### src/rtl/in_fifo_tx.sv
// IN endpoint transmit FIFO: application bytes are buffered in a circular store
// and handed to the SIE one packet at a time, kept until the host ACKs them.
module in_fifo_tx #(
   parameter int IN_MAXPACKETSIZE = 8,
   parameter int BIT_SAMPLES      = 4
) (
   input  logic       clk_i,
   input  logic       rst_i,
   input  logic [7:0] app_in_data_i,
   input  logic       app_in_valid_i,
   output logic       app_in_ready_o,
   output logic       in_empty_o,
   output logic       in_full_o,
   input  logic       in_req_i,
   output logic       in_nak_o,
   output logic [7:0] in_data_o,
   output logic       in_valid_o,
   input  logic       in_ready_i,
   input  logic       in_ack_i
);

   localparam int IN_LENGTH = IN_MAXPACKETSIZE + 1;
   localparam int PTR_W     = $clog2(IN_LENGTH);
   localparam int CNT_W     = $clog2(IN_MAXPACKETSIZE + 1);
   localparam int DLY_W     = (BIT_SAMPLES > 1) ? $clog2(BIT_SAMPLES) : 1;

   localparam logic [PTR_W-1:0] PTR_MAX = PTR_W'(IN_LENGTH - 1);
   localparam logic [CNT_W-1:0] CNT_MAX = CNT_W'(IN_MAXPACKETSIZE);
   localparam logic [DLY_W-1:0] DLY_MAX = DLY_W'(BIT_SAMPLES - 1);

   typedef enum logic [1:0] {
      ST_IDLE,
      ST_DATA,
      ST_WAIT_ACK
   } state_t;

   function automatic logic [PTR_W-1:0] ptr_inc(input logic [PTR_W-1:0] p);
      return (p == PTR_MAX) ? '0 : p + 1'b1;
   endfunction

   logic [7:0]       mem_q [IN_LENGTH];
   state_t           state_q;
   logic [PTR_W-1:0] first_q, rd_q, last_q, last_d;
   logic [CNT_W-1:0] cnt_q;
   logic [DLY_W-1:0] dly_q, dly_d;
   logic             nak_q;
   logic             done_q;
   logic             wr_en;

   // One slot is always left unused so that full and empty stay distinguishable.
   assign in_empty_o     = (first_q == last_q);
   assign in_full_o      = (ptr_inc(last_q) == first_q);
   assign app_in_ready_o = (dly_q == DLY_MAX) && !in_full_o;
   assign wr_en          = app_in_valid_i && app_in_ready_o;

   // done_q latches the end of the packet so late writes cannot revive in_valid_o.
   assign in_valid_o = (state_q == ST_DATA) && !done_q &&
                       (rd_q != last_q) && (cnt_q < CNT_MAX);
   assign in_data_o  = mem_q[rd_q];
   assign in_nak_o   = nak_q;

   // NOTE: every variable assigned in always_comb gets a default first, so no latch is inferred.
   always_comb begin
      last_d = last_q;
      dly_d  = dly_q;
      if (wr_en) begin
         last_d = ptr_inc(last_q);
         dly_d  = '0;
      end else if (dly_q != DLY_MAX) begin
         dly_d = dly_q + 1'b1;
      end
   end

   // NOTE: sequential state uses non-blocking assignments so all registers update together.
   always_ff @(posedge clk_i or posedge rst_i) begin
      if (rst_i) begin
         last_q <= '0;
         dly_q  <= '0;
      end else begin
         last_q <= last_d;
         dly_q  <= dly_d;
      end
   end

   // NOTE: the byte store is not reset; the pointers alone decide which entries are valid.
   always_ff @(posedge clk_i) begin
      if (wr_en) begin
         mem_q[last_q] <= app_in_data_i;
      end
   end

   always_ff @(posedge clk_i or posedge rst_i) begin
      if (rst_i) begin
         state_q <= ST_IDLE;
         first_q <= '0;
         rd_q    <= '0;
         cnt_q   <= '0;
         nak_q   <= 1'b0;
         done_q  <= 1'b0;
      end else begin
         nak_q <= 1'b0;
         case (state_q)
            ST_IDLE: begin
               if (in_req_i) begin
                  if (in_empty_o) begin
                     nak_q <= 1'b1;
                  end else begin
                     rd_q    <= first_q;
                     cnt_q   <= '0;
                     done_q  <= 1'b0;
                     state_q <= ST_DATA;
                  end
               end
            end
            ST_DATA: begin
               if (!in_valid_o) begin
                  done_q <= 1'b1;
               end
               if (in_ready_i) begin
                  if (in_valid_o) begin
                     rd_q  <= ptr_inc(rd_q);
                     cnt_q <= cnt_q + 1'b1;
                  end else begin
                     state_q <= ST_WAIT_ACK;
                  end
               end
            end
            ST_WAIT_ACK: begin
               if (in_ack_i) begin
                  first_q <= rd_q;
                  state_q <= ST_IDLE;
               end else if (in_req_i) begin
                  rd_q    <= first_q;
                  cnt_q   <= '0;
                  done_q  <= 1'b0;
                  state_q <= ST_DATA;
               end
            end
            default: state_q <= ST_IDLE;
         endcase
      end
   end

endmodule

### config.mk
export PLATFORM = sky130hd
export DESIGN_NAME = in_fifo_tx
export DESIGN_NICKNAME = d
export VERILOG_FILES = /design/src/rtl/in_fifo_tx.sv
export SDC_FILE = /design/constraint.sdc
export NUM_CORES = 1
export LEC_CHECK = 0
export ABC_AREA = 1
export CAP_MARGIN = 15
export CELL_PAD_IN_SITES_DETAIL_PLACEMENT = 2
export CELL_PAD_IN_SITES_GLOBAL_PLACEMENT = 2
export CORE_MARGIN = 10
export CORE_UTILIZATION = 35
export CTS_BUF_LIST = sky130_fd_sc_hd__clkbuf_4 sky130_fd_sc_hd__clkbuf_8 sky130_fd_sc_hd__clkbuf_16
export DETAILED_ROUTE_END_ITERATION = 12
export GPL_TIMING_DRIVEN = 0
export PLACE_DENSITY_LB_ADDON = 0.3
export SYNTH_ARGS = -nofsm -noshare
export SYNTH_HDL_FRONTEND = slang
export SYNTH_SLANG_ARGS = --single-unit
### constraint.sdc
create_clock -name clk_i -period 2.7 [get_ports clk_i]
set_input_delay 0.675 -clock clk_i [delete_from_list [all_inputs] [get_ports clk_i]]
set_output_delay 0.675 -clock clk_i [all_outputs]
set_load 0.02 [all_outputs]
==> impl_metrics.tcl <==
set metrics [dict create \
    status "finished with violations" \
    violations "setup timing" \
    first_global_vias 3688 \
    coreArea_um2 12010 \
    finalMaxSlewViolations 0 \
    drc 0 \
    syn_nets 423 \
    wl_per_cell_um 23.38 \
    syn_inst 401 \
    hold_viol_final 0 \
    synth_area_leader_cell "edfxtp_1" \
    power_density_nw_per_um2 1113 \
    end_kind "output port" \
    fp.dieH_um 130.8 \
    setup.worst_path.start_class "register" \
    gp_congestion 0.7800 \
    ys_seq_area_frac 0.6308 \
    r2r_start "last_q[0]" \
    dr.max_layer_used "met4" \
    grt-ovfl-total 0 \
    post_dp_cell_area_um2 4798 \
    required_ns 2.03 \
    die_width_um 130.8 \
    drtPass1Iterations 4 \
    grt_max_degree 23 \
    worstHoldEndpoint "cnt_q[1]" \
    clock_latency_ns 0.36 \
    synth_area_leaders "edfxtp_1 50%, dfrtp_1 13%, nand2_1 5.8%" \
    cts.clk_slew.worst_paths_ns 0.07 \
    place_ws_ns -0.5647 \
    ioPinCount 27 \
    p_leak_uw 0.002217 \
    skew_ns 0.008283 \
    routed_wl_um 14660 \
    start_util 0.3580 \
    grt_antenna_before_repair 0 \
    die-area_um2 17120 \
    dp_hpwl_um 8920 \
    synth_most_common_cell "edfxtp_1" \
    grt_usage 0.1691 \
    async_flop_share 0.2340 \
    synth_top_area_share 0.5028 \
    synthFlopType "edfxtp_1" \
    routed-wl-met3_um 673 \
    stdcell_area_um2 5647 \
    yosys.cell_types.count 32 \
    cts_root_buffer "clkbuf_16" \
    r2r_slack_ns 0.07 \
    met2_wirelength_um 7479 \
    synth_commonest_cells "72 x edfxtp_1, 67 x nand2_1, 51 x nor2_1" \
    drt_iter0_markers 301 \
    worstHoldPathCells 2 \
    synth.yosys.warnings 0 \
    synth-edff-count 72 \
    wl_met1_um 6311 \
    routed_via_density 5.415 \
    drtAntennaViolNets 0 \
    path_class "reg -> out" \
    io_buffers 26 \
    num_rows 40 \
    fin_crit_sh 1.020 \
    period_minus_slack_ns 2.753 \
    max_freq_mhz 363.2 \
    syn_area_per_cell_um2 10.72 \
    fin_ws_ns -0.05328 \
    cap_violations 0 \
    cts_buffers 9 \
    h-tree-depth 3 \
    grt_pass1_wl_um 21470 \
    tritoncts "yes" \
    fin_setup_tns_ns -0.05577 \
    hold_start "cnt_q[1]" \
    irDropWorstVdd_v 0.0004902 \
    clockBufferDepth 2 \
    min_path_type "reg -> reg" \
    clock-sinks 94 \
    tightest_slew_ns 0.9478 \
    vias 3395 \
    drive_gt1_frac 0.2604 \
    relSlewSlack 0.3674 \
    rsz0062_at_grt "true" \
    timing.rr.end "mem_q[8][0]" \
    rr_worst_depth 12 \
    cp_max_fo 7 \
    syn-cell-area_um2 4300 \
    synth-seq-cells 94 \
    n_antenna_cell 0 \
    utilization 0.4701 \
    area_growth_syn_to_layout_pct 31.31 \
    setup_viol 2 \
    arrival_ns 2.08 \
    num-nets-final 498 \
]
[power breakdown]
group | total (µW) | internal [µW] | switching (µW)
Clock | 1310 | 720 | 591
Combinational | 3090 | 1200 | 1880
Sequential | 1890 | 1740 | 142
[metal layers]
metal / track usage / vias to the layer above
met5: 0 / -
met4: 0.04709 / 0
met3: 0.03384 / 14
met2: 0.2858 / 75
met1: 0.2152 / 1738
li1: - / 1568
[worst max path at each step]
| stage | endpoint | slack [ns] | from | cells after the start |
|---|---|---|---|---|
| detailed placement | in_data_o[6] | -0.56 | rd_q[1] | 7 |
| global placement | mem_q[3][0] | -0.81 | last_q[0] | 12 |
| global route | app_in_ready_o | -0.12 | last_q[0] | 12 |
| finish | app_in_ready_o | -0.05 | last_q[0] | 12 |
| CTS | in_data_o[7] | -0.008 | rd_q[0] | 8 |
| floorplan | mem_q[1][0] | 0.15 | last_q[0] | 12 |
[area by class of cell]
class | count | area [µm²]
clock buffer | 9 | 225.2
fill | 1213 | 6365
buffer | 20 | 212.7
multi-input combinational | 264 | 1545
clock inverter | 6 | 68.82
inverter | 23 | 117.6
timing repair buffer | 64 | 579.3
tap | 147 | 183.9
sequential | 94 | 2714
[metrics by stage]
stage	power, µW	hold WS (ns)	cells
after floorplan	3408	0.4656	401
after global placement	4181	0.4831	574
after global routing	6680	0.5472	627
final	6285	0.5186	627
after CTS	5902	0.5192	609
after detailed placement	4323	0.5026	579
[cell families (layout without fill, tap and decap cells)]
kind of cell               Yosys count  in the layout  synth area share
DFF                                 94             94            0.6308
and+or+nand+nor                    167            167            0.1740
buffers and inverters               43            122           0.04568
adders and majority gates            8              8           0.02328
xor gates and xnor gates            13             13           0.02648
AOI/OAI and AO/OA                   76             76           0.09980
[registers in the layout, indices dropped and copies added, names as in the netlist, 2 cells and up]
signal   flops
last_q       4
cnt_q        4
rd_q         4
state_q      2
first_q      4
mem_q       72
dly_q        2
[placed cells by master (no fill, tap or decap), drive strengths merged]
master	count
clkbuf	15
dfrtp	22
xor2	4
buf	62
clkinvlp	1
nand3	21
nor2	51
nor3	9
inv	23
nand4	11
nand2	71
o31ai	3
clkinv	4
edfxtp	72
o22ai	14
and3	1
a21oi	2
clkdlybuf4s50	14
bufinv	1
o221ai	5
o21ai	50
o21bai	1
nand3b	1
o211ai	1
xnor2	9
ha	8
dlygate4sd2	2
or2	2
[critical path, stage by stage (launching register included)]
cell	delay, ns
dfrtp_1	0.43
buf_6	0.16
inv_8	0.07
ha_4	0.16
nand3_4	0.14
buf_6	0.16
nand3_1	0.07
nand2_1	0.08
nand3_2	0.09
nor2_4	0.04
buf_6	0.11
nor2_4	0.09
buf_6	0.12
[repair_timing]
action / 4_1_cts / 5_1_grt
gates cloned: 0 / 2
hold buffers: 0 / 0
endpoints found under the setup margin: 69 / 27
pin swaps: 5 / 17
buffers inserted: 15 / 17
gates resized for setup: 103 / 41
No activity file was read; power rests on OpenSTA's default activity.
